### config.mk
export PLATFORM = sky130hd
export DESIGN_NAME = mdu
export DESIGN_NICKNAME = d
export VERILOG_FILES = /design/src/rtl/mdu.sv
export SDC_FILE = /design/constraint.sdc
export NUM_CORES = 1
export LEC_CHECK = 0
export ABC_CLOCK_PERIOD_IN_PS = 5700
export BUFFER_PORTS_ARGS = -buffer_cell sky130_fd_sc_hd__buf_2
export CORE_MARGIN = 4
export CORE_UTILIZATION = 55
export CTS_CLUSTER_DIAMETER = 30
export DETAILED_ROUTE_END_ITERATION = 7
export MAX_ROUTING_LAYER = met4
export PLACE_DENSITY_LB_ADDON = 0.05
export SLEW_MARGIN = 30
export SYNTH_ARGS = -nofsm -noshare
export SYNTH_HDL_FRONTEND = slang
export SYNTH_SLANG_ARGS = --single-unit
### constraint.sdc
create_clock -name Clk -period 5.7 [get_ports Clk]
set_clock_uncertainty 0.1 [all_clocks]
set_input_delay 0.57 -clock Clk [delete_from_list [all_inputs] [get_ports Clk]]
set_output_delay 0.57 -clock Clk [all_outputs]
set_load 0.005 [all_outputs]
### src/rtl/mdu.sv
`default_nettype none
// ============================================================================
//  Module      : mdu
//  Description : Iterative multiply/divide unit holding the HI/LO registers.
//                MULT/MULTU use a shift-add loop and DIV/DIVU a restoring
//                divide loop, both on operand magnitudes and both WIDTH
//                cycles long. One final cycle applies sign correction and
//                writes HI/LO. MTHI/MTLO write HI/LO directly while idle.
//  Revision    : 1.0 - initial release
// ============================================================================
module mdu #(
    parameter int WIDTH = 32
) (
    input  logic             Clk,
    input  logic             Reset,
    input  logic             Start,
    input  logic [2:0]       Op,
    input  logic [WIDTH-1:0] A,
    input  logic [WIDTH-1:0] B,
    output logic             Busy,
    output logic [WIDTH-1:0] HI,
    output logic [WIDTH-1:0] LO
);

    localparam int CNT_W = (WIDTH > 1) ? $clog2(WIDTH) : 1;
    localparam logic [CNT_W-1:0] CNT_LAST = CNT_W'(WIDTH - 1);

    localparam logic [1:0] S_IDLE = 2'd0;
    localparam logic [1:0] S_RUN  = 2'd1;
    localparam logic [1:0] S_FIX  = 2'd2;

    localparam logic [2:0] OP_MTHI = 3'd4;
    localparam logic [2:0] OP_MTLO = 3'd5;

    logic [1:0]       state_q, state_d;
    logic [CNT_W-1:0] cnt_q, cnt_d;
    logic             is_div_q, is_div_d;
    logic             neg_a_q, neg_a_d;
    logic             neg_b_q, neg_b_d;
    logic [WIDTH-1:0] a_q, a_d;
    logic [WIDTH-1:0] b_q, b_d;
    logic [WIDTH-1:0] acc_hi_q, acc_hi_d;
    logic [WIDTH-1:0] acc_lo_q, acc_lo_d;
    logic [WIDTH-1:0] hi_q, hi_d;
    logic [WIDTH-1:0] lo_q, lo_d;
    logic             busy_q, busy_d;

    // Combinational helpers for the datapath.
    logic             start_ok;
    logic             in_signed;
    logic [WIDTH-1:0] in_abs_a, in_abs_b;
    logic [WIDTH-1:0] mag_a, mag_b;
    logic [WIDTH:0]   mul_sum;
    logic [WIDTH:0]   div_shift;
    logic [2*WIDTH-1:0] prod;

    // Requests are only honoured while idle; a busy unit drops them entirely.
    assign start_ok  = Start && (state_q == S_IDLE);
    // MULT (0) and DIV (2) are the signed operations.
    assign in_signed = ~Op[0];
    assign in_abs_a  = (in_signed && A[WIDTH-1]) ? (~A + 1'b1) : A;
    assign in_abs_b  = (in_signed && B[WIDTH-1]) ? (~B + 1'b1) : B;
    // Magnitudes of the captured operands used by every iteration.
    assign mag_a     = neg_a_q ? (~a_q + 1'b1) : a_q;
    assign mag_b     = neg_b_q ? (~b_q + 1'b1) : b_q;

    // State and datapath registers with asynchronous active-low reset.
    always_ff @(posedge Clk or negedge Reset) begin
        if (!Reset) begin
            state_q  <= S_IDLE;
            cnt_q    <= '0;
            is_div_q <= 1'b0;
            neg_a_q  <= 1'b0;
            neg_b_q  <= 1'b0;
            a_q      <= '0;
            b_q      <= '0;
            acc_hi_q <= '0;
            acc_lo_q <= '0;
            hi_q     <= '0;
            lo_q     <= '0;
            busy_q   <= 1'b0;
        end else begin
            state_q  <= state_d;
            cnt_q    <= cnt_d;
            is_div_q <= is_div_d;
            neg_a_q  <= neg_a_d;
            neg_b_q  <= neg_b_d;
            a_q      <= a_d;
            b_q      <= b_d;
            acc_hi_q <= acc_hi_d;
            acc_lo_q <= acc_lo_d;
            hi_q     <= hi_d;
            lo_q     <= lo_d;
            busy_q   <= busy_d;
        end
    end

    // Next-state logic: IDLE -> RUN for WIDTH cycles -> FIX -> IDLE.
    always_comb begin
        state_d = state_q;
        case (state_q)
            S_IDLE:  if (start_ok && !Op[2]) state_d = S_RUN;
            S_RUN:   if (cnt_q == CNT_LAST) state_d = S_FIX;
            S_FIX:   state_d = S_IDLE;
            default: state_d = S_IDLE;
        endcase
    end

    // Datapath: operand capture, one iteration per RUN cycle, final write in FIX.
    always_comb begin
        cnt_d     = cnt_q;
        is_div_d  = is_div_q;
        neg_a_d   = neg_a_q;
        neg_b_d   = neg_b_q;
        a_d       = a_q;
        b_d       = b_q;
        acc_hi_d  = acc_hi_q;
        acc_lo_d  = acc_lo_q;
        hi_d      = hi_q;
        lo_d      = lo_q;
        mul_sum   = {1'b0, acc_hi_q} + (acc_lo_q[0] ? {1'b0, mag_a} : '0);
        div_shift = {acc_hi_q, acc_lo_q[WIDTH-1]};
        prod      = {acc_hi_q, acc_lo_q};
        case (state_q)
            S_IDLE: begin
                if (start_ok) begin
                    if (!Op[2]) begin
                        is_div_d = Op[1];
                        neg_a_d  = in_signed & A[WIDTH-1];
                        neg_b_d  = in_signed & B[WIDTH-1];
                        a_d      = A;
                        b_d      = B;
                        cnt_d    = '0;
                        acc_hi_d = '0;
                        // Multiply shifts the multiplier (B) out of the low half;
                        // divide shifts the dividend (A) out of the low half.
                        acc_lo_d = Op[1] ? in_abs_a : in_abs_b;
                    end else if (Op == OP_MTHI) begin
                        hi_d = A;
                    end else if (Op == OP_MTLO) begin
                        lo_d = A;
                    end
                end
            end
            S_RUN: begin
                cnt_d = (cnt_q == CNT_LAST) ? '0 : cnt_q + 1'b1;
                if (is_div_q) begin
                    // Restoring step: the partial remainder is always below the
                    // divisor, so the shifted value fits in WIDTH+1 bits.
                    if (div_shift >= {1'b0, mag_b}) begin
                        acc_hi_d = WIDTH'(div_shift - {1'b0, mag_b});
                        acc_lo_d = {acc_lo_q[WIDTH-2:0], 1'b1};
                    end else begin
                        acc_hi_d = div_shift[WIDTH-1:0];
                        acc_lo_d = {acc_lo_q[WIDTH-2:0], 1'b0};
                    end
                end else begin
                    acc_hi_d = mul_sum[WIDTH:1];
                    acc_lo_d = {mul_sum[0], acc_lo_q[WIDTH-1:1]};
                end
            end
            S_FIX: begin
                if (is_div_q) begin
                    if (b_q == '0) begin
                        // Divide by zero leaves the dividend in HI, all ones in LO.
                        hi_d = a_q;
                        lo_d = '1;
                    end else begin
                        // Quotient truncates toward zero; remainder follows dividend.
                        lo_d = (neg_a_q ^ neg_b_q) ? (~acc_lo_q + 1'b1) : acc_lo_q;
                        hi_d = neg_a_q ? (~acc_hi_q + 1'b1) : acc_hi_q;
                    end
                end else begin
                    if (neg_a_q ^ neg_b_q) begin
                        prod = ~prod + 1'b1;
                    end
                    hi_d = prod[2*WIDTH-1:WIDTH];
                    lo_d = prod[WIDTH-1:0];
                end
            end
            default: begin
                cnt_d = '0;
            end
        endcase
    end

    // Output decode: Busy is registered from the next state, so Start never
    // reaches it combinationally.
    always_comb begin
        busy_d = (state_d != S_IDLE);
    end

    assign Busy = busy_q;
    assign HI   = hi_q;
    assign LO   = lo_q;

endmodule
`default_nettype wire

==> results.json, run 1 <==
{
  "slew_viol_final": 0,
  "firstDrtPassIters": 5,
  "grt-ovfl-total": 0,
  "timing.final.crit_period_ns": 5.325,
  "setup_viol": 0,
  "crit_family": "simple AND/OR/NAND/NOR gates",
  "initial_core_util_pct": 55.75,
  "cp.buffers_inverters": 1,
  "hold_class": "in2reg",
  "clk_pin_slew_ns": 0.05,
  "clkPwrFrac_pct": 20.1,
  "clock.fmax_mhz": 187.8,
  "fin_area_mm2": 0.02102,
  "die-area_mm2": 0.03586,
  "p_sw_share_pct": 49.59,
  "ys_seq_area_share_pct": 28.08,
  "fp.dieH_um": 189.4,
  "htree_levels": 2,
  "ir_worst_vdd_mv": 0.4663,
  "syn_to_final_growth_pct": 16.19,
  "pwr-share-seq_pct": 20.5,
  "cts_tree": "yes",
  "drc": 0,
  "synth-main-ff-cell": "dfrtp_1",
  "netlist_instances": 2363,
  "die-width_um": 189.4,
  "clk_latency_ns": 0.64,
  "synthArstFlopShare_pct": 100.0,
  "tns_ns": 0,
  "status": "finished clean",
  "p_leak_uw": 0.009124,
  "path_cells": "inv_1 -> ha_1 -> or4b_2 -> nor4_1 -> nand2_1 -> or3_1 -> o21ai_0 -> xor2_1 -> nor2_1 -> ha_1 -> nand3_1 -> nor4_1 -> nand3_1 -> nand2_1 -> o221ai_1 -> or3b_2 -> a32o_1 -> a31o_2",
  "synth-seq-cells": 203,
  "dp_hpwl_mm": 51.54,
  "place_congestion": 1.041,
  "syn_area_per_cell_um2": 7.657,
  "finalHoldViolCount": 0,
  "vias": 19260,
  "antenna_found_initial": 2,
  "syn_area_mm2": 0.01809,
  "rsz0062_at_grt": "false",
  "core_mm2": 0.03245,
  "yosysWarnings": 0,
  "cp.arrival_ns": 5.75,
  "p_int_uw": 8666,
  "grt_max_degree": 107,
  "synth_cell_types": 84,
  "critPathRequiredTime_ns": 6.13,
  "post_dp_cell_area_mm2": 0.01890,
  "grt_pass1_wl_mm": 106.5,
  "clock-sinks": 203,
  "grt.total_usage_pct": 39.20,
  "cts_buffer_depth": 3,
  "io_pins": 135,
  "cts_buffers": 58,
  "wl_per_cell_um": 24.39,
  "worst_slew_margin_rel_pct": 33.23,
  "crit_path_end_kind": "register",
  "crit_path_max_fanout": 7,
  "post-cts-setup-buffer-count": 0,
  "powerDensity_mw_per_mm2": 817.9,
  "cap_violations": 0,
  "drive_gt1_share_pct": 12.57,
  "synth_edf_count": 0,
  "io_buffers": 134,
  "dr.first_iter.drc_count": 2005,
  "tightestPinTransition_ns": 0.9763,
  "ant_nets": 0,
  "p_sw_uw": 8527,
  "syn_nets": 2507,
  "rows": 66,
  "grt_pass1_vias": 18280,
  "cts_root_buf": "clkbuf_16",
  "p_comb_share_pct": 59.5,
  "final.period_utilization_pct": 93.42,
  "path_class": "reg2reg",
  "fillers": 2883,
  "worst_path_max_delay_cell": "or4b_2",
  "nets": 2555,
  "cpPeakStageDelay_ns": 0.66,
  "crit_path_start_kind": "register",
  "routed_wirelength_mm": 70.82,
  "vias_per_cell": 6.632
}
[tightest hold or removal path: stages]
cell and delay [ns]:
buf_2 0.11, nand2_1 0.05, nand2_1 0.05
[logic make-up after synthesis]
logic type | after synthesis | synth area share, %
flip-flops | 203 | 28.08
AND/OR/NAND/NOR | 834 | 21.71
AO/OA/AOI/OAI | 762 | 26.60
multiplexers | 47 | 2.614
buffers and inverters | 208 | 4.419
XOR/XNOR | 235 | 11.38
adder cells (fa/ha/maj) | 74 | 5.201
[cell usage after synthesis (all sizes together), types with 7 or more instances]
cell	n	area [um^2]
a21oi	197	986.0
a311oi	8	70.07
nand4	13	81.33
xnor2	96	840.8
o21ai	212	1061
a221oi	12	105.1
a31oi	29	181.4
mux2i	45	450.4
or2	12	75.08
a221o	8	80.08
buf	19	90.09
o22ai	28	175.2
clkbuf	153	574.3
dfrtp	203	5080
nor2	188	713.2
a211oi	52	390.4
o31ai	37	277.8
o211ai	22	165.2
xor2	139	1217
or3	24	150.1
nand3b	7	52.55
and2	16	100.1
a21o	27	202.7
o221ai	10	87.58
a22oi	23	172.7
o21a	10	75.07
nor4	27	190.2
inv	36	135.1
a211o	7	61.31
ha	72	900.9
nand2b	16	100.1
nand3	36	185.2
o41ai	20	182.7
nor3	51	255.2
and3	23	143.9
nand2	346	1299
nor2b	21	131.4
or4	27	210.2
o21bai	7	52.55
[state kept, by name, summed over array words and instances (netlist names)]
signal and count:
cnt_q 5, neg_b_q 1, acc_lo_q 32, acc_hi_q 32, HI 32, LO 32, is_div_q 1, Busy 1
a_q 32, neg_a_q 1, b_q 32, state_q 2
[per-layer routing]
| metal | vias to the layer above | wire, um | GRT usage, % |
|---|---|---|---|
| met5 | - | 0 | - |
| met4 | 0 | 4679 | 21.59 |
| met3 | 275 | 6340 | 8.315 |
| met2 | 986 | 31970 | 59.49 |
| met1 | 9269 | 27830 | 48.99 |
| li1 | 8728 | - | - |
[placed cells by master (no fill, tap or decap), drive strengths merged, types with 24 or more instances in the layout]
cell,Yosys,layout
buf,19,158
o31ai,37,37
nor3,51,51
xnor2,96,96
a31oi,29,29
a21oi,197,197
a21o,27,27
or3,24,24
nor2,188,188
inv,36,39
nor4,27,27
nand2,346,346
clkbuf,153,71
nand3,36,36
dfrtp,203,203
xor2,139,139
o22ai,28,28
ha,72,72
o21ai,212,212
a211oi,52,52
or4,27,27
mux2i,45,45
[worst paths after layout]
| check | start | to | slack (ns) | depth (start not counted) |
|---|---|---|---|---|
| max reg2reg | a_q[0] | acc_hi_q[30] | 0.37 | 18 |
| min in group asynchronous | Reset | acc_hi_q[12] | 0.49 | 2 |
| min reg2reg | LO[0] | LO[0] | 0.37 | 1 |
| max in group asynchronous | Reset | LO[19] | 3.89 | 3 |
| min | B[20] | b_q[20] | 0.09 | 3 |
| max | a_q[0] | acc_hi_q[30] | 0.37 | 18 |
[power by group through the flow]
stage / Sequential, uW / Combinational (uW) / Clock [uW]
2_1_floorplan: 2800 / 7640 / 0
3_3_place_gp: 3450 / 9810 / 0
3_5_place_dp: 3480 / 9950 / 0
4_1_cts: 3470 / 10000 / 3450
5_1_grt: 3590 / 11200 / 3540
6_report: 3520 / 10200 / 3450
[through the flow]
stage | total power (uW) | hold slack, ns | std cells | setup WS [ns] | util, %
6_report | 17190 | 0.09112 | 2904 | 0.3749 | 64.77
5_1_grt | 18290 | 0.09659 | 2904 | 0.06051 | 64.77
4_1_cts | 16960 | 0.07576 | 2901 | 0.3140 | 64.70
3_5_place_dp | 13430 | 0.3646 | 2792 | 0.4009 | 58.24
3_3_place_gp | 13260 | 0.3574 | 2792 | 0.5114 | 58.24
2_1_floorplan | 10440 | 0.1744 | 2363 | 0.8889 | -
[what timing repair did]
item,CTS,global route
endpoints found under the setup margin,0,10
endpoints found under the hold margin,50,0
hold buffers,1,0
gates resized for setup,0,1
[area by class of cell]
class	count	area, um^2	share of cell area [%]
multi-input cells	1952	12270	58.35
clock inverters	38	508.0	2.417
inverters	36	135.1	0.6428
clock buffers	70	1577	7.500
diodes	3	7.507	0.03571
well taps	442	553.0	2.631
flip-flops and latches	203	5081	24.17
repair buffers	160	893.4	4.250
(Power assumes the default switching activity.)
==> run 2, diff against run 1 <==
--- a/config.mk
+++ b/config.mk
@@ -8,7 +8,7 @@
 export ABC_CLOCK_PERIOD_IN_PS = 5700
 export BUFFER_PORTS_ARGS = -buffer_cell sky130_fd_sc_hd__buf_2
 export CORE_MARGIN = 4
-export CORE_UTILIZATION = 55
+export CORE_UTILIZATION = 50
 export CTS_CLUSTER_DIAMETER = 30
 export DETAILED_ROUTE_END_ITERATION = 7
 export MAX_ROUTING_LAYER = met4
==> run 2 against run 1 <==
- sequential power up 2%
- wire length is 1.3% higher
- core utilization decreased by 5.4 points
- combinational power is essentially flat
- clock power is 5% higher
- non-clock buffer count increased by 4
- largest power group unchanged
==> results.json, run 2 (same netlist as run 1, synthesis figures left out) <==
{
  "status": "finished clean",
  "cts_root_buf": "clkbuf_16",
  "clock.fmax_mhz": 189.8,
  "final.period_utilization_pct": 92.43,
  "startpoint": "b_q[7]",
  "r2r-end": "acc_hi_q[3]",
  "place_congestion": 1.043,
  "wl_per_cell_um": 24.53,
  "drive_gt1_share_pct": 12.68,
  "powerDensity_mw_per_mm2": 816.6,
  "io_pins": 135,
  "place_inst": 2815,
  "die-area_mm2": 0.03929,
  "hold_class": "in2reg",
  "core_mm2": 0.03566,
  "critPathRequiredTime_ns": 6.06,
  "final_cells": 2923,
  "grt_pass1_wl_mm": 108.9,
  "clk_pin_slew_ns": 0.05,
  "crit_path_max_fanout": 25,
  "cts_buffer_depth": 3,
  "rsz0062_at_grt": "false",
  "dp_hpwl_mm": 53.29,
  "grt_pass1_vias": 18260,
  "vias": 18990,
  "grt_max_degree": 108,
  "dr.first_iter.drc_count": 1717,
  "crit_path_end_kind": "register",
  "die-width_um": 198.2,
  "cp.arrival_ns": 5.63,
  "cts_tree": "yes",
  "hold-path-endpoint": "b_q[20]",
  "grt-ovfl-total": 0,
  "hp-start": "B[20]",
  "finalHoldViolCount": 0,
  "tns_ns": 0,
  "path_class": "reg2reg",
  "initial_core_util_pct": 50.74,
  "nets": 2558,
  "p_leak_uw": 0.009176,
  "drc": 0,
  "rows": 69,
  "hold_path_depth": 3,
  "io_buffers": 134,
  "setup_viol": 0,
  "ant_nets": 0,
  "r2r_start": "b_q[7]",
  "post-cts-setup-buffer-count": 0,
  "cts_buffers": 57,
  "worst_slew_margin_rel_pct": 35.89,
  "mostFrequentLayoutCells": "nand2_1 (346), o21ai_0 (207), dfrtp_1 (202)",
  "syn_to_final_growth_pct": 17.02,
  "crit_path_start_kind": "register",
  "antenna_found_initial": 1,
  "layout_commonest_cell": "nand2_1",
  "cap_violations": 0,
  "worst_r2r_path_depth": 15,
  "firstDrtPassIters": 5,
  "ir_worst_vdd_mv": 0.3909,
  "routed_wirelength_mm": 71.71,
  "slew_viol_final": 0,
  "clk_latency_ns": 0.62,
  "worst-r2r-setup-slack_ns": 0.43,
  "timing.final.crit_period_ns": 5.268,
  "grt.total_usage_pct": 36.93,
  "tightestPinTransition_ns": 0.9581,
  "fp.dieH_um": 198.2,
  "htree_levels": 2,
  "vias_per_cell": 6.498,
  "clock-sinks": 203
}
[run 2: cell count changes in the layout (fill, tap and decap cells not counted), moves of 2 or more]
cell,delta
clkinvlp_4,+2
inv_16,-2
clkbuf_1,-4
bufinv_16,+5
buf_4,+4
clkinv_4,-2
[run 2: metal layers]
| metal | vias to the layer above | part of all wire (%) | track usage, % |
|---|---|---|---|
| met5 | - | 0 | - |
| met4 | 0 | 5.2 | 17.14 |
| met1 | 9179 | 41 | 47.78 |
| li1 | 8722 | - | - |
| met2 | 876 | 45 | 55.59 |
| met3 | 217 | 8.4 | 7.759 |
[run 2: repair_timing]
action | CTS | global route
hold buffers | 1 | 0
endpoints found under the setup margin | 0 | 1
endpoints found under the hold margin | 8 | 0
resized for setup | 0 | 1
[run 2: cell type report]
type,count,area (um^2)
diodes,2,5.005
clock buffers,65,1548
clock inverters,40,631.9
fillers,3301,14480
inverters,36,135.1
multi-input cells,1952,12260
flip-flops and latches,203,5081
well taps,461,576.8
repair buffers,164,932.1
[run 2: metrics by stage]
step	power (uW)	util (%)	cell area [um^2]	hold WS, ns	worst slack [ns]
after floorplan	10440	-	18090	0.1744	0.8889
after global placement	13310	53.19	18970	0.3591	0.5240
after detailed placement	13450	53.19	18970	0.3664	0.4133
after CTS	17120	59.33	21160	0.09680	0.3839
after global routing	18550	59.37	21170	0.1088	0.01869
final	17290	59.38	21170	0.1112	0.4317
[run 2: how the worst max path moves through the flow]
stage	endpoint	slack (ns)	cells past startpoint
after floorplan	acc_hi_q[10]	0.89	17
after global placement	acc_hi_q[30]	0.52	18
after detailed placement	acc_hi_q[30]	0.41	18
after CTS	acc_hi_q[30]	0.38	18
after global routing	acc_hi_q[19]	0.02	17
final	acc_hi_q[3]	0.43	15
[run 2: worst max-delay path: stages (launching register included)]
cell and delay, ns:
dfrtp_1 0.41, or4_1 0.57, or2_1 0.25, or3_1 0.40, or4_1 0.55, o21ai_0 0.22, xor2_1 0.26, ha_1 0.34
and3_1 0.26, nand3_1 0.10, nor3_1 0.06, a311oi_1 0.51, o211a_1 0.31, buf_4 0.29, o21ai_0 0.15, a221o_1 0.33
[run 2: where the power goes]
group | internal (uW) | switching (uW)
Clock | 2570 | 1050
Combinational | 4120 | 5960
Sequential | 2180 | 1410
